[config.mk]
export PLATFORM = sky130hd
export DESIGN_NAME = lut_writer
export DESIGN_NICKNAME = d
export VERILOG_FILES = /design/src/rtl/lut_writer.sv
export SDC_FILE = /design/constraint.sdc
export NUM_CORES = 1
export LEC_CHECK = 0
export ABC_AREA = 1
export CAP_MARGIN = 20
export CORE_UTILIZATION = 45
export DETAILED_ROUTE_END_ITERATION = 8
export PLACE_DENSITY = 0.73
export SYNTH_ARGS = -nofsm -noshare
export SYNTH_HDL_FRONTEND = slang
export SYNTH_SLANG_ARGS = --single-unit
[constraint.sdc]
create_clock -name clock -period 1.84 [get_ports clock]
set_clock_uncertainty 0.1 [all_clocks]
set_input_delay 0.276 -clock clock [delete_from_list [all_inputs] [get_ports clock]]
set_output_delay 0.276 -clock clock [all_outputs]
set_load 0.1 [all_outputs]
[src/rtl/lut_writer.sv]
// ---------------------------------------------------------------------------
// lut_writer
//
// Loads one full lookup table (DEPTH words) from a valid/ready sample stream
// into an external RAM write port. A pass starts on a start pulse, accepts
// one sample per handshake, and writes each sample one cycle later at an
// incrementing address. While it runs it keeps a wrapping checksum of the
// words and a count of the words accepted.
//
// Ports:
//   clock         single clock, all logic on the rising edge
//   reset_n       asynchronous active-low reset
//   start         1-cycle pulse, begins a pass when idle
//   abort         ends an active pass early; partial results are kept
//   s_data        incoming sample
//   s_valid       s_data is valid
//   s_ready       block accepts s_data this cycle
//   wr_en         RAM write strobe
//   wr_addr       RAM write address
//   wr_data       RAM write data
//   busy          a pass is in progress (LOAD or DONE)
//   done          1-cycle pulse, the pass completed all DEPTH words
//   checksum      sum of the words in the current/last pass, mod 2^DATA_W
//   words_loaded  words accepted in the current/last pass
// ---------------------------------------------------------------------------
module lut_writer #(
  parameter int DEPTH  = 1024,
  parameter int ADDR_W = 10,
  parameter int DATA_W = 16
) (
  input  logic              clock,
  input  logic              reset_n,
  input  logic              start,
  input  logic              abort,
  input  logic [DATA_W-1:0] s_data,
  input  logic              s_valid,
  output logic              s_ready,
  output logic              wr_en,
  output logic [ADDR_W-1:0] wr_addr,
  output logic [DATA_W-1:0] wr_data,
  output logic              busy,
  output logic              done,
  output logic [DATA_W-1:0] checksum,
  output logic [ADDR_W:0]   words_loaded
);

  typedef enum logic [1:0] {
    IDLE = 2'd0,
    LOAD = 2'd1,
    DONE = 2'd2
  } state_t;

  // Address of the final word in a pass. The counter is reset to 0
  // explicitly after it, so DEPTH does not have to be a power of two.
  localparam logic [ADDR_W-1:0] LAST_ADDR = ADDR_W'(DEPTH - 1);

  state_t            state;
  logic [ADDR_W-1:0] counter;
  logic              xfer;

  // Ready depends on abort as well as state, so an aborting cycle can never
  // also accept a sample.
  assign s_ready = (state == LOAD) && !abort;
  assign xfer    = s_valid && s_ready;

  // Single state machine that also owns every registered output. wr_en
  // defaults low each cycle so that it pulses only in the cycle after a
  // transfer. wr_addr/wr_data keep their last value between writes. busy
  // and done are registered from the next state rather than decoded from
  // the state register, so they come straight from flops and do not glitch.
  always_ff @(posedge clock or negedge reset_n) begin
    if (!reset_n) begin
      state        <= IDLE;
      counter      <= '0;
      wr_en        <= 1'b0;
      wr_addr      <= '0;
      wr_data      <= '0;
      busy         <= 1'b0;
      done         <= 1'b0;
      checksum     <= '0;
      words_loaded <= '0;
    end else begin
      wr_en <= 1'b0;
      done  <= 1'b0;
      case (state)
        IDLE: begin
          if (start) begin
            state        <= LOAD;
            busy         <= 1'b1;
            counter      <= '0;
            checksum     <= '0;
            words_loaded <= '0;
          end
        end

        LOAD: begin
          if (abort) begin
            state <= IDLE;
            busy  <= 1'b0;
          end else if (xfer) begin
            wr_en        <= 1'b1;
            wr_addr      <= counter;
            wr_data      <= s_data;
            checksum     <= checksum + s_data;
            words_loaded <= words_loaded + 1'b1;
            if (counter == LAST_ADDR) begin
              // The last write and the done pulse share the same cycle.
              counter <= '0;
              state   <= DONE;
              done    <= 1'b1;
            end else begin
              counter <= counter + 1'b1;
            end
          end
        end

        DONE: begin
          state <= IDLE;
          busy  <= 1'b0;
        end

        default: begin
          state <= IDLE;
          busy  <= 1'b0;
        end
      endcase
    end
  end

endmodule

==> results_dict.tcl <==
set metrics [dict create \
    cp-end-kind "flip-flop" \
    yosysTopAreaCellShare 0.458 \
    synthesis.nets 533 \
    synth_mux_area_frac 0 \
    cts-root-buf "clkbuf_8" \
    final.setup.tns_ns 0 \
    worst_slew_pin_slew_ns 0.354 \
    synthAdderAreaFrac 0.0626 \
    cts-buffers-inserted 9 \
    die_area_um2 8620 \
    setup_ws_ns 0.0481 \
    io-pin-count 78 \
    r2r_cells 9 \
    hpwl_mm 7.35 \
    clock-sinks 68 \
    drt_iter0_drc 230 \
    fin_crit_sh 0.974 \
    place_worst_setup_slack_ns -0.362 \
    num_vias 3621 \
    wire_per_inst_um 14.3 \
    diodes 0 \
    utilization 0.745 \
    synth_top_family_by_area "simple AND/OR/NAND/NOR gates" \
    wirelength_mm 10.0 \
    grt_max_degree 69 \
    synth_area_leaders "dfrtp_1 (46%), nand2_1 (19%), inv_1 (6.6%)" \
    worst_ep_arrival_time_ns 1.94 \
    portBuffers 77 \
    syn_avg_cell_area_um2 7.52 \
    dp_cells 683 \
    worstSetupEndpoint "checksum[13]" \
    netlist_instances 494 \
    start_kind "flip-flop" \
    yosys.area_share.xor_xnor 0.0141 \
    syn-cell-area_um2 3710 \
    grt_usage 0.247 \
    drive_gt1_frac 0.263 \
    timing.rr.end "checksum[13]" \
    synth-simple-area-share 0.299 \
    ir_drop_mv 1.05 \
    die_y_um 92.9 \
    path_max_fanout 5 \
    status "finished, final reports clean" \
    timing.final.hold_violations 0 \
    fin_crit_ns 1.79 \
    n_fill_cell 530 \
    core_um2 7850 \
    syn_to_final_growth_pct 57.5 \
    drt_first_pass_iters 5 \
    max_clock_freq_ghz 0.558 \
    worstSkewPairLatency_ns 0.36 \
    ant_nets 0 \
    slew_headroom 0.762 \
    crit_required_ns 1.99 \
    path_clk_slew_ns 0.08 \
    design_area_um2 5850 \
    drv_cap 0 \
    ys_warn_count 0 \
    grt_pass1_vias 3548 \
    hold_path_class "in2reg" \
    grt_pass1_wl_mm 16.5 \
    ys_seq_elements 68 \
    final_cell_mix "nand2_1 (183), inv_1 (63), buf_12 (62), dfrtp_1 (51), nor2_1 (26)" \
    synth_top_cell_by_area "dfrtp_1" \
    cts_max_path_buffers 2 \
    viasPerCell 5.15 \
    overflow 0 \
    leakagePower_nw 2.87 \
    r2r_setup_slack_ns 0.05 \
    synth_compound_area_frac 0.0815 \
    gp_congestion 0.884 \
    cts_tree "done" \
    crit_type "reg2reg" \
    final_cells 703 \
    finalSetupViolCount 0 \
    whs_ns 0.259 \
    critPathLaunch "checksum[11]" \
    final_common_cell "nand2_1" \
    row_count 32 \
    ys_seq_area_frac 0.458 \
    nets 635 \
    drc 0 \
    htreeDepth 3 \
    fin_total_pwr_mw 7.82 \
    reg2reg_from "checksum[11]" \
    synth_cell_types 33 \
    placed_cell_area_um2 5480 \
    powerDensity_nw_per_um2 1340 \
    antenna_found_initial 0 \
    rsz0062_at_grt "yes" \
    start_util 0.473 \
    die_w_um 92.9 \
    maxSlewViolCount 0 \
]
## sequential cells by signal, indices dropped and copies added, names as in the netlist
register      cells
busy              1
checksum         16
counter          10
done              1
state             2
words_loaded     11
wr_addr          10
wr_data          16
wr_en             1
## metal layers
| metal | part of all wire | vias up | track usage |
|---|---|---|---|
| met5 | 0 | - | 0 |
| met4 | 0.019 | 0 | 0.104 |
| met3 | 0.060 | 18 | 0.0411 |
| met2 | 0.49 | 120 | 0.416 |
| met1 | 0.43 | 1711 | 0.312 |
| li1 | - | 1772 | - |
## where the power goes
part,switching (mW),internal (mW)
Combinational,2.71,1.57
Clock,0.620,0.769
Sequential,0.358,1.79
## critical path: stages (launching register included)
cell and delay, ns:
dfrtp_2 0.43, ha_1 0.38, nand2_2 0.17, inv_1 0.05
nand2_1 0.08, nand2_1 0.07, a21oi_2 0.16, nand3_1 0.10
nand3_1 0.09, nand2_1 0.05
## synthesized netlist by cell type, drive strengths merged
cell and number:
nand2 192, a22o 2, a211oi 1, inv 66, nor3b 1, a31oi 2
nand3b 2, buf 7, nor3 6, fa 1, ha 17, xor2 5
nand3 31, nor2 29, or2 2, nand4 3, o31ai 3, nor4 2
xnor2 1, o21ai 27, a21oi 19, clkbuf 4, o22ai 2, dfrtp 68
and2 1
## how the worst min path moves through the flow
stage	cells past startpoint	to	start	slack, ns
6_report	3	wr_data[0]	s_data[0]	0.26
5_1_grt	3	wr_data[0]	s_data[0]	0.27
4_1_cts	3	wr_data[0]	s_data[0]	0.25
3_5_place_dp	2	wr_addr[4]	reset_n	0.22
3_3_place_gp	2	wr_addr[3]	reset_n	0.22
2_1_floorplan	0	busy	reset_n	-0.12
## cells by family after synthesis
kind of cell    count (synthesis)
compound gates                 56
fa+ha+maj                      18
buf+inv                        77
simple gates                  269
flops                          68
xor+xnor                        6
## cell type report
| cell class | instances | area [um^2] | area share |
|---|---|---|---|
| multi-input combinational | 349 | 1920 | 0.328 |
| sequential | 68 | 1740 | 0.298 |
| timing repair buffer | 102 | 1590 | 0.271 |
| inverter | 66 | 248 | 0.0424 |
| tap | 102 | 128 | 0.0218 |
| clock buffer | 9 | 124 | 0.0212 |
| clock inverter | 7 | 101 | 0.0173 |
## repair_timing
action	CTS	global route
pin swaps	0	2
hold buffers	1	0
setup endpoints to repair	1	12
hold endpoints to repair	68	0
setup buffers	1	2
gates resized for setup	1	20
No activity file was read; power rests on OpenSTA's default activity.
